<file path="src/rtl/bumpy_game_pkg.sv">
// Shared types and constants for the Bumpy game-level sequencer.
package bumpy_game_pkg;

  // Top-level game states; the encoding is visible on state_o for the HUD.
  typedef enum logic [2:0] {
    IDLE      = 3'd0,
    SPAWN     = 3'd1,
    PLAY      = 3'd2,
    DYING     = 3'd3,
    WIN_LEVEL = 3'd4,
    GAME_OVER = 3'd5,
    VICTORY   = 3'd6
  } state_e;

  // Per-level physics handed to the movement block (all signed).
  typedef struct packed {
    logic signed [31:0] y_accel;
    logic signed [31:0] side_speed_x;
    logic signed [31:0] jump_speed_y_step;
    logic signed [31:0] jump_speed_y_up;
    logic signed [31:0] y_speed_lower_limit;
    logic signed [31:0] y_speed_upper_limit;
  } physics_t;

  localparam int FC_W    = 8;   // frame counter width
  localparam int TIME_W  = 11;  // level timer width
  localparam int LIVES_W = 3;
  localparam int LEVEL_W = 2;

  // Each level is a little faster sideways and falls a little harder.
  localparam physics_t PHYS_TABLE [4] = '{
    '{32'sd3, 32'sd76,  32'sd100, 32'sd200, 32'sd170, 32'sd250},
    '{32'sd4, 32'sd84,  32'sd100, 32'sd200, 32'sd170, 32'sd250},
    '{32'sd5, 32'sd92,  32'sd100, 32'sd200, 32'sd170, 32'sd250},
    '{32'sd6, 32'sd100, 32'sd100, 32'sd200, 32'sd170, 32'sd250}
  };

endpackage

</file>
<file path="src/rtl/bumpy_edge_detect.sv">
// Falling-edge detector for an active-low level-sensitive key.
// The previous-sample register resets to 1 so a key already held
// during reset does not produce a spurious edge.
module bumpy_edge_detect (
  input  logic clk,
  input  logic reset,
  input  logic sig_n_i,
  output logic fall_o
);

  logic prev_q;

  // Remember last cycle's key level.
  always_ff @(posedge clk or posedge reset) begin
    if (reset) begin
      prev_q <= 1'b1;
    end else begin
      prev_q <= sig_n_i;
    end
  end

  assign fall_o = prev_q & ~sig_n_i;

endmodule

</file>
<file path="src/rtl/bumpy_game_ctrl.sv">
// Game-level sequencer for the Bumpy player: owns lives, level, the
// per-level countdown and the physics table, gates the movement keys and
// issues the one-cycle EndGame respawn pulse.
module bumpy_game_ctrl
  import bumpy_game_pkg::*;
#(
  parameter int START_LIVES       = 3,
  parameter int NUM_LEVELS        = 4,
  parameter int SPAWN_FRAMES      = 30,
  parameter int DEATH_FRAMES      = 45,
  parameter int WIN_FRAMES        = 60,
  parameter int LEVEL_TIME_FRAMES = 1800
) (
  input  logic                clk,
  input  logic                reset,
  input  logic                startOfFrame,
  input  logic                startKeyN,
  input  logic                rightN_in,
  input  logic                leftN_in,
  input  logic                jumpN_in,
  input  logic                hitHazard,
  input  logic                hitGoal,
  output logic                rightN,
  output logic                leftN,
  output logic                jumpN,
  output logic                EndGame,
  output logic signed [31:0]  Y_ACCEL,
  output logic signed [31:0]  sideSpeedX,
  output logic signed [31:0]  jumpSpeedYstep,
  output logic signed [31:0]  jumpSpeedYUp,
  output logic signed [31:0]  Y_SPEED_LOWER_LIMIT,
  output logic signed [31:0]  Y_SPEED_UPPER_LIMIT,
  output logic [LIVES_W-1:0]  lives,
  output logic [LEVEL_W-1:0]  level,
  output logic [TIME_W-1:0]   timeLeft,
  output logic [2:0]          state_o,
  output logic                gameOver,
  output logic                victory
);

  localparam logic [FC_W-1:0]    SPAWN_FC    = FC_W'(SPAWN_FRAMES);
  localparam logic [FC_W-1:0]    DEATH_FC    = FC_W'(DEATH_FRAMES);
  localparam logic [FC_W-1:0]    WIN_FC      = FC_W'(WIN_FRAMES);
  localparam logic [TIME_W-1:0]  TIME_RELOAD = TIME_W'(LEVEL_TIME_FRAMES);
  localparam logic [LIVES_W-1:0] LIVES_INIT  = LIVES_W'(START_LIVES);
  localparam logic [LEVEL_W-1:0] LAST_LEVEL  = LEVEL_W'(NUM_LEVELS - 1);

  state_e              state_q, state_d;
  logic [LIVES_W-1:0]  lives_q, lives_d;
  logic [LEVEL_W-1:0]  level_q, level_d;
  logic [TIME_W-1:0]   time_q,  time_d;
  logic [FC_W-1:0]     fc_q,    fc_d;
  logic                eg_q,    eg_d;
  logic                pend_q,  pend_d;   // start edge seen on a frame pulse, spawn still owed
  logic                start_edge;
  physics_t            phys;

  bumpy_edge_detect u_start_edge (
    .clk     (clk),
    .reset   (reset),
    .sig_n_i (startKeyN),
    .fall_o  (start_edge)
  );

  // State, counters and the registered EndGame pulse.
  always_ff @(posedge clk or posedge reset) begin
    if (reset) begin
      state_q <= IDLE;
      lives_q <= LIVES_INIT;
      level_q <= '0;
      time_q  <= TIME_RELOAD;
      fc_q    <= '0;
      eg_q    <= 1'b0;
      pend_q  <= 1'b0;
    end else begin
      state_q <= state_d;
      lives_q <= lives_d;
      level_q <= level_d;
      time_q  <= time_d;
      fc_q    <= fc_d;
      eg_q    <= eg_d;
      pend_q  <= pend_d;
    end
  end

  // Next-state logic. Any move into SPAWN is held off while startOfFrame is
  // high so the respawn pulse never lands on the movement block's frame
  // update; because fc may then step past its target, the DYING/WIN_LEVEL
  // exits compare with >=.
  always_comb begin
    state_d = state_q;
    lives_d = lives_q;
    level_d = level_q;
    time_d  = time_q;
    eg_d    = 1'b0;
    pend_d  = pend_q;

    unique case (state_q)
      IDLE: begin
        if (start_edge || pend_q) begin
          if (startOfFrame) begin
            pend_d = 1'b1;
          end else begin
            state_d = SPAWN;
            lives_d = LIVES_INIT;
            level_d = '0;
            time_d  = TIME_RELOAD;
            eg_d    = 1'b1;
            pend_d  = 1'b0;
          end
        end
      end

      SPAWN: begin
        if (fc_q == SPAWN_FC) begin
          state_d = PLAY;
        end
      end

      PLAY: begin
        if (hitHazard) begin
          state_d = DYING;
        end else if (hitGoal) begin
          state_d = WIN_LEVEL;
        end else if (startOfFrame) begin
          if (time_q == TIME_W'(1)) begin
            time_d  = '0;
            state_d = DYING;
          end else if (time_q != '0) begin
            time_d = time_q - TIME_W'(1);
          end
        end
      end

      DYING: begin
        if (fc_q >= DEATH_FC) begin
          if (lives_q <= LIVES_W'(1)) begin
            state_d = GAME_OVER;
            lives_d = '0;
          end else if (!startOfFrame) begin
            state_d = SPAWN;
            lives_d = lives_q - LIVES_W'(1);
            time_d  = TIME_RELOAD;
            eg_d    = 1'b1;
          end
        end
      end

      WIN_LEVEL: begin
        if (fc_q >= WIN_FC) begin
          if (level_q == LAST_LEVEL) begin
            state_d = VICTORY;
          end else if (!startOfFrame) begin
            state_d = SPAWN;
            level_d = level_q + LEVEL_W'(1);
            time_d  = TIME_RELOAD;
            eg_d    = 1'b1;
          end
        end
      end

      GAME_OVER, VICTORY: begin
        if (start_edge) begin
          state_d = IDLE;
        end
      end

      default: begin
        state_d = IDLE;
      end
    endcase
  end

  // Frame counter restarts on every state change and counts frame pulses.
  always_comb begin
    fc_d = fc_q;
    if (state_d != state_q) begin
      fc_d = '0;
    end else if (startOfFrame) begin
      fc_d = fc_q + FC_W'(1);
    end
  end

  // Movement keys reach the player only while in PLAY.
  always_comb begin
    rightN = 1'b1;
    leftN  = 1'b1;
    jumpN  = 1'b1;
    if (state_q == PLAY) begin
      rightN = rightN_in;
      leftN  = leftN_in;
      jumpN  = jumpN_in;
    end
  end

  assign phys                = PHYS_TABLE[level_q];
  assign Y_ACCEL             = phys.y_accel;
  assign sideSpeedX          = phys.side_speed_x;
  assign jumpSpeedYstep      = phys.jump_speed_y_step;
  assign jumpSpeedYUp        = phys.jump_speed_y_up;
  assign Y_SPEED_LOWER_LIMIT = phys.y_speed_lower_limit;
  assign Y_SPEED_UPPER_LIMIT = phys.y_speed_upper_limit;

  assign EndGame  = eg_q;
  assign lives    = lives_q;
  assign level    = level_q;
  assign timeLeft = time_q;
  assign state_o  = state_q;
  assign gameOver = (state_q == GAME_OVER);
  assign victory  = (state_q == VICTORY);

endmodule

</file>
<file path="config.mk">
export PLATFORM = sky130hd
export DESIGN_NAME = bumpy_game_ctrl
export DESIGN_NICKNAME = d
export VERILOG_FILES = /design/src/rtl/bumpy_game_pkg.sv /design/src/rtl/bumpy_edge_detect.sv /design/src/rtl/bumpy_game_ctrl.sv
export SDC_FILE = /design/constraint.sdc
export NUM_CORES = 1
export LEC_CHECK = 0
export CAP_MARGIN = 10
export CORE_ASPECT_RATIO = 1.25
export CORE_MARGIN = 2
export CORE_UTILIZATION = 38
export CTS_BUF_LIST = sky130_fd_sc_hd__clkbuf_8
export DETAILED_ROUTE_END_ITERATION = 6
export GPL_TIMING_DRIVEN = 0
export PLACE_DENSITY_LB_ADDON = 0.3
export SYNTH_ARGS = -nofsm -noshare
export SYNTH_HDL_FRONTEND = slang
export SYNTH_SLANG_ARGS = --single-unit
</file>
<file path="constraint.sdc">
create_clock -name clk -period 2.25 [get_ports clk]
set_input_delay 0.3375 -clock clk [delete_from_list [all_inputs] [get_ports clk]]
set_output_delay 0.3375 -clock clk [all_outputs]
set_load 0.02 [all_outputs]
</file>
; ---- Word-level counts from Yosys, hierarchy flattened
; Cells that the tools add are included.
; Widths: inputs -> output; s select.
[word_totals]
input_bits = 9
wordCells = 106
out_inout_bits = 217
regBits = 30
[classes]
n_lt_le_gt_ge = 4
add_sub_neg = 4
eq_ne = 22
mux = 53
bitwise = 3
reduce_logical = 12
[ops]
columns = op, count
row1 = $bmux 192 s2, 1
row2 = $mux 192, 2
row3 = $mux 11, 11
row4 = $mux 3, 17
row5 = $pmux 11 s4, 1
row6 = $ne 2x2->1 const B, 10
row7 = $pmux 3 s6, 1
row8 = $ge 8x6->1 const B, 2
row9 = $mux 8, 2
row10 = $eq 11x1->1 const B, 1
row11 = $reduce_bool 11->1, 1
row12 = $sub 11x1->11 const B, 1
row13 = $mux 1, 10
row14 = $mux 2, 5
row15 = $reduce_and 10->1, 1
row16 = $eq 3x3->1 const B, 3
row17 = $add 8x1->8 const B, 1
row18 = $eq 8x5->1 const B, 1
row19 = $eq 3x2->1 const B, 2
row20 = $ne 3x3->1 const B, 2
row21 = $pmux 3 s2, 1
row22 = $reduce_and 6->1, 1
row23 = $reduce_bool 2->1, 3
row24 = $reduce_and 5->1, 1
row25 = 17 further kinds, 17

; ---- Depth between registers and ports, before layout
[depth]
ltp_word = 8
ltp_mapped = 8
ltp_nobuf = 7

; ---- By module
; From an unflattened synthesis, not the netlist that was laid out.
[hier_totals]
hier_cells = 419
area_unflattened_um2 = 3563.4
[modules_own_cells]
columns = module, cells_each, instances, area_each_um2, seq_area_each_um2
row1 = bumpy_game_ctrl, 416, 1, 3519.6, 733.2
row2 = bumpy_edge_detect, 3, 1, 43.8, 26.3

; ---- Worst setup path after synthesis
; No wires, ideal clock.
[synth_timing]
path_type = flip-flop to flip-flop
startpoint = register level_q[0], in the netlist level[0]
endpoint = register time_q[1], in the netlist timeLeft[1]
setup_ns = 0.125
setup_slack_ns = 0.086
synth_period_minus_slack_ns = 2.164
n_path_buf = 1
arrival_ns = 2.039
path_stages_with_launch = 8
t_required_ns = 2.125
path_cell_list = dfrtp_1 -> ha_1 -> nor2_1 -> o311ai_1 -> a22oi_2 -> and3_1 -> buf_4 -> mux2_4
[synth_via]
elab_chain_cells = 3
[synth_lines]
columns = item, line
row1 = start: declaration, bumpy_game_ctrl.sv:50  ; logic [LEVEL_W-1:0] level_q, level_d;
row2 = start signal: assignment, bumpy_game_ctrl.sv:78  ; level_q <= level_d;
row3 = $eq 2x2->1, bumpy_game_ctrl.sv:151  ; if (level_q == LAST_LEVEL) begin
row4 = $ne 2x2->1 (no source line), --
row5 = $reduce_and 10->1 (no source line), --
row6 = end signal: assignment, bumpy_game_ctrl.sv:79  ; time_q <= time_d;
row7 = end: declaration, bumpy_game_ctrl.sv:51  ; logic [TIME_W-1:0] time_q, time_d;
; No other way between the ends.
; A chain may end at the register's enable or synchronous reset.

; ---- Worst setup path after layout
[layout_timing]
startpoint = input port startOfFrame
endpoint = register time_q[1], in the netlist timeLeft[1]
[layout_via]
elab_chain_cells = 4
word_cells_on_any_way = 9
classes_between = 1 x eq/ne / 7 x mux / 1 x reduce/logical
[layout_lines]
columns = item, line
row1 = start: declaration, bumpy_game_ctrl.sv:16  ; input logic startOfFrame,
row2 = $mux 11, --
row3 = $mux 11 (on tied branches) (2 in series), --
row4 = $pmux 11 s4, --
; Several ways; a longest one is shown, not always the timed one. The select of a mux whose other input is x is not followed.

==> out/results.txt <==
remaining global-route overflow - 0
ys async rst share - 100.0%
number of synthesized flops with an enable pin - 0
CP max-delay cell - clkdlybuf4s50_1
Fin Setup TNS - 0 ns
fillers - 839
Syn Inst Count - 425
delay of the slowest cell on the worst path - 0.56 ns
RSZ-0062 raised after global routing - yes
status - completed
max-slew violations - 0
cell area after synthesis - 3540 sq um
root buf cell - clkbuf_8
largest net degree at the start of global routing - 31
Most used DFF post-synth - dfrtp_1
Yosys cell types - 60
final instance count without filler cells - 785
critical path class - input port to flop
DP HPWL - 6049 um
All-Layer GR Usage - 13.43%
placer congestion estimate - 0.8437
DR DRC count - 0
syn_area_per_cell - 8.329 sq um
Clk pin slew, worst setup/hold paths - 0.07 ns
clk_lat worst skew - 0.28 ns
Final Hold Fails - 0
worst-margin pin slew - 0.6146 ns
Synth area leader - buf_4
global-route wire length before repair - 11460 um
# diodes - 0
number of clock sinks - 30
Die Y - 111.9 um
post-synthesis register bit count - 30
pwr/cell area - 478.1 nW/um^2
leakage power - 0.002800 uW
drt pass-1 iters - 6
full die area - 10110 sq um
Synth top area share - 39.87%
CTS tree - built
worst clock skew - 0.009245 ns
H-tree Lvls - 2
area occupied by multi-input gates - 1994 sq um
yosys warns - 0
worst path required time - 2.42 ns
cells along the critical path - clkdlybuf4s50_1, or3b_2, o21ai_2, and3_1, buf_4, mux2_4
register area share after synthesis - 21.46%
Area contributors post-synth - buf_4, dfrtp_1, dfstp_2
Die W - 90.33 um
vias in the first global route - 2585
most frequent cells after synthesis - buf_4, dfrtp_1, nand2_1, nor2_1, inv_1
Initial Util - 38.79%
antenna violations before repair - 0
final worst-path cycle share - 97.75%
share of layout cells above drive strength 1 - 36.40%
crit start category - input port
Max FO, Critical Path - 7
placed cells - 771
Crit path arrival time - 2.37 ns
FMAX - 454.7 MHz
Crit. End Element - flop
count leader, synth - buf_4
Vias per Instance - 3.776
hold buffer count at cts - 0
Worst VDD drop - 0.2906 mV
Max Root-Sink Buffers - 2
crit path time final - 2.199 ns
CORE AREA - 9125 sq um
Reg area - 760.7 sq um
DR vias - 2964
setup slack, reg-to-reg - 0.07 ns
remaining antenna violation count - 0
area grow syn2layout - 40.54%
Hold Path Class - input port to async pin
Setup Viol. Count Final - 0
DRT iter0 DRCs - 74
boundary pin count - 226
Max Cap Viol - 0
DR WL/cell - 9.403 um
wirelength, routed - 7381 um
layout net count - 684
Buffers on Ports - 39
TritonCTS Buffers - 5
Rel. slew slack - 58.98%
Rows - 39
-- metal layers --
layer / vias up / global-route usage (%) / part of all wire [%]
met1: 1284 / 14.06 / 37
met3: 5 / 2.774 / 8.1
li1: 1537 / - / -
met5: - / 0 / 0
met2: 138 / 26.22 / 55
met4: 0 / 4.718 / 0.51
-- worst paths after layout --
check,from,endpoint,cells past startpoint
min in group clk,startKeyN,u_start_edge.prev_q$_DFF_PP1_,1
max in group asynchronous,reset,u_start_edge.prev_q$_DFF_PP1_,3
worst max register to register,lives[0]$_DFFE_PP1P_,timeLeft[1]$_DFFE_PP0P_,7
worst min-delay path,reset,timeLeft[6]$_DFFE_PP0P_,2
worst min register to register,timeLeft[10]$_DFFE_PP1P_,timeLeft[10]$_DFFE_PP1P_,1
worst max-delay path,startOfFrame,timeLeft[1]$_DFFE_PP0P_,6
-- per-stage QoR --
| stage | hold slack (ns) | util, % | worst slack (ns) | power (uW) | area, sq um |
|---|---|---|---|---|---|
| 2_1_floorplan | 0.3420 | - | 0.08555 | 1685 | 4230 |
| 3_3_place_gp | 0.5008 | 52.32 | -0.3493 | 1890 | 4775 |
| 3_5_place_dp | 0.5115 | 52.32 | -0.3669 | 1919 | 4775 |
| 4_1_cts | 0.4996 | 53.52 | 0.01180 | 2372 | 4883 |
| 5_1_grt | 0.4659 | 54.52 | -0.02957 | 2536 | 4975 |
| 6_report | 0.4325 | 54.52 | 0.05055 | 2378 | 4975 |
-- report_power, final --
part | switching [uW] | leakage, uW | total (uW) | internal (uW)
Clock | 196 | 0.0000524 | 438 | 242
Sequential | 122 | 0.000384 | 776 | 653
Combinational | 664 | 0.00236 | 1160 | 501
-- worst max-delay path: cells and delay by family --
kind	cells	cell delay [ns]
buffers and inverters	2	0.72
and+or+nand+nor	2	0.71
AOI/OAI and AO/OA	1	0.30
muxes	1	0.30
-- placed cells by master (no fill, tap or decap), types with 7 or more instances in the layout --
cell type / instances
a211oi_1: 8
buf_4: 193
clkdlybuf4s50_1: 33
conb_1: 186
dfrtp_1: 22
dfstp_2: 7
ha_1: 14
inv_1: 16
nand2_1: 17
nand3_1: 8
nor2_1: 17
nor2b_1: 7
nor3_1: 7
o21ai_0: 10
-- logic make-up after synthesis --
logic type / share of synthesized area (%)
AO/OA/AOI/OAI: 13.22
XOR/XNOR: 1.732
adder cells (fa/ha/maj): 4.949
buffers and inverters: 42.52
flip-flops: 21.46
multiplexers: 0.9896
other: 0.2122
AND/OR/NAND/NOR: 14.92
-- layout make-up --
class | instances | area share [%]
Buffer | 195 | 29.18
Clock buffer | 6 | 1.660
Clock inverter | 2 | 0.1761
Inverter | 16 | 1.207
Multi-Input combinational cell | 368 | 40.09
Sequential cell | 30 | 15.29
Tap cell | 123 | 3.094
Timing Repair Buffer | 45 | 9.306
-- sequential cells by signal (all words and copies together), names as in the netlist --
name                 flops
EndGame                  1
fc_q                     8
level                    2
lives                    3
pend_q                   1
state_o                  3
timeLeft                11
u_start_edge.prev_q      1
-- repair_timing --
| item | in CTS | in global routing |
|---|---|---|
| endpoints found under the setup margin | 5 | 15 |
| resized for setup | 13 | 8 |
| pin swaps | 1 | 0 |
| hold endpoints to repair | 0 | 0 |
| setup buffers | 1 | 4 |
(Power assumes the default switching activity.)
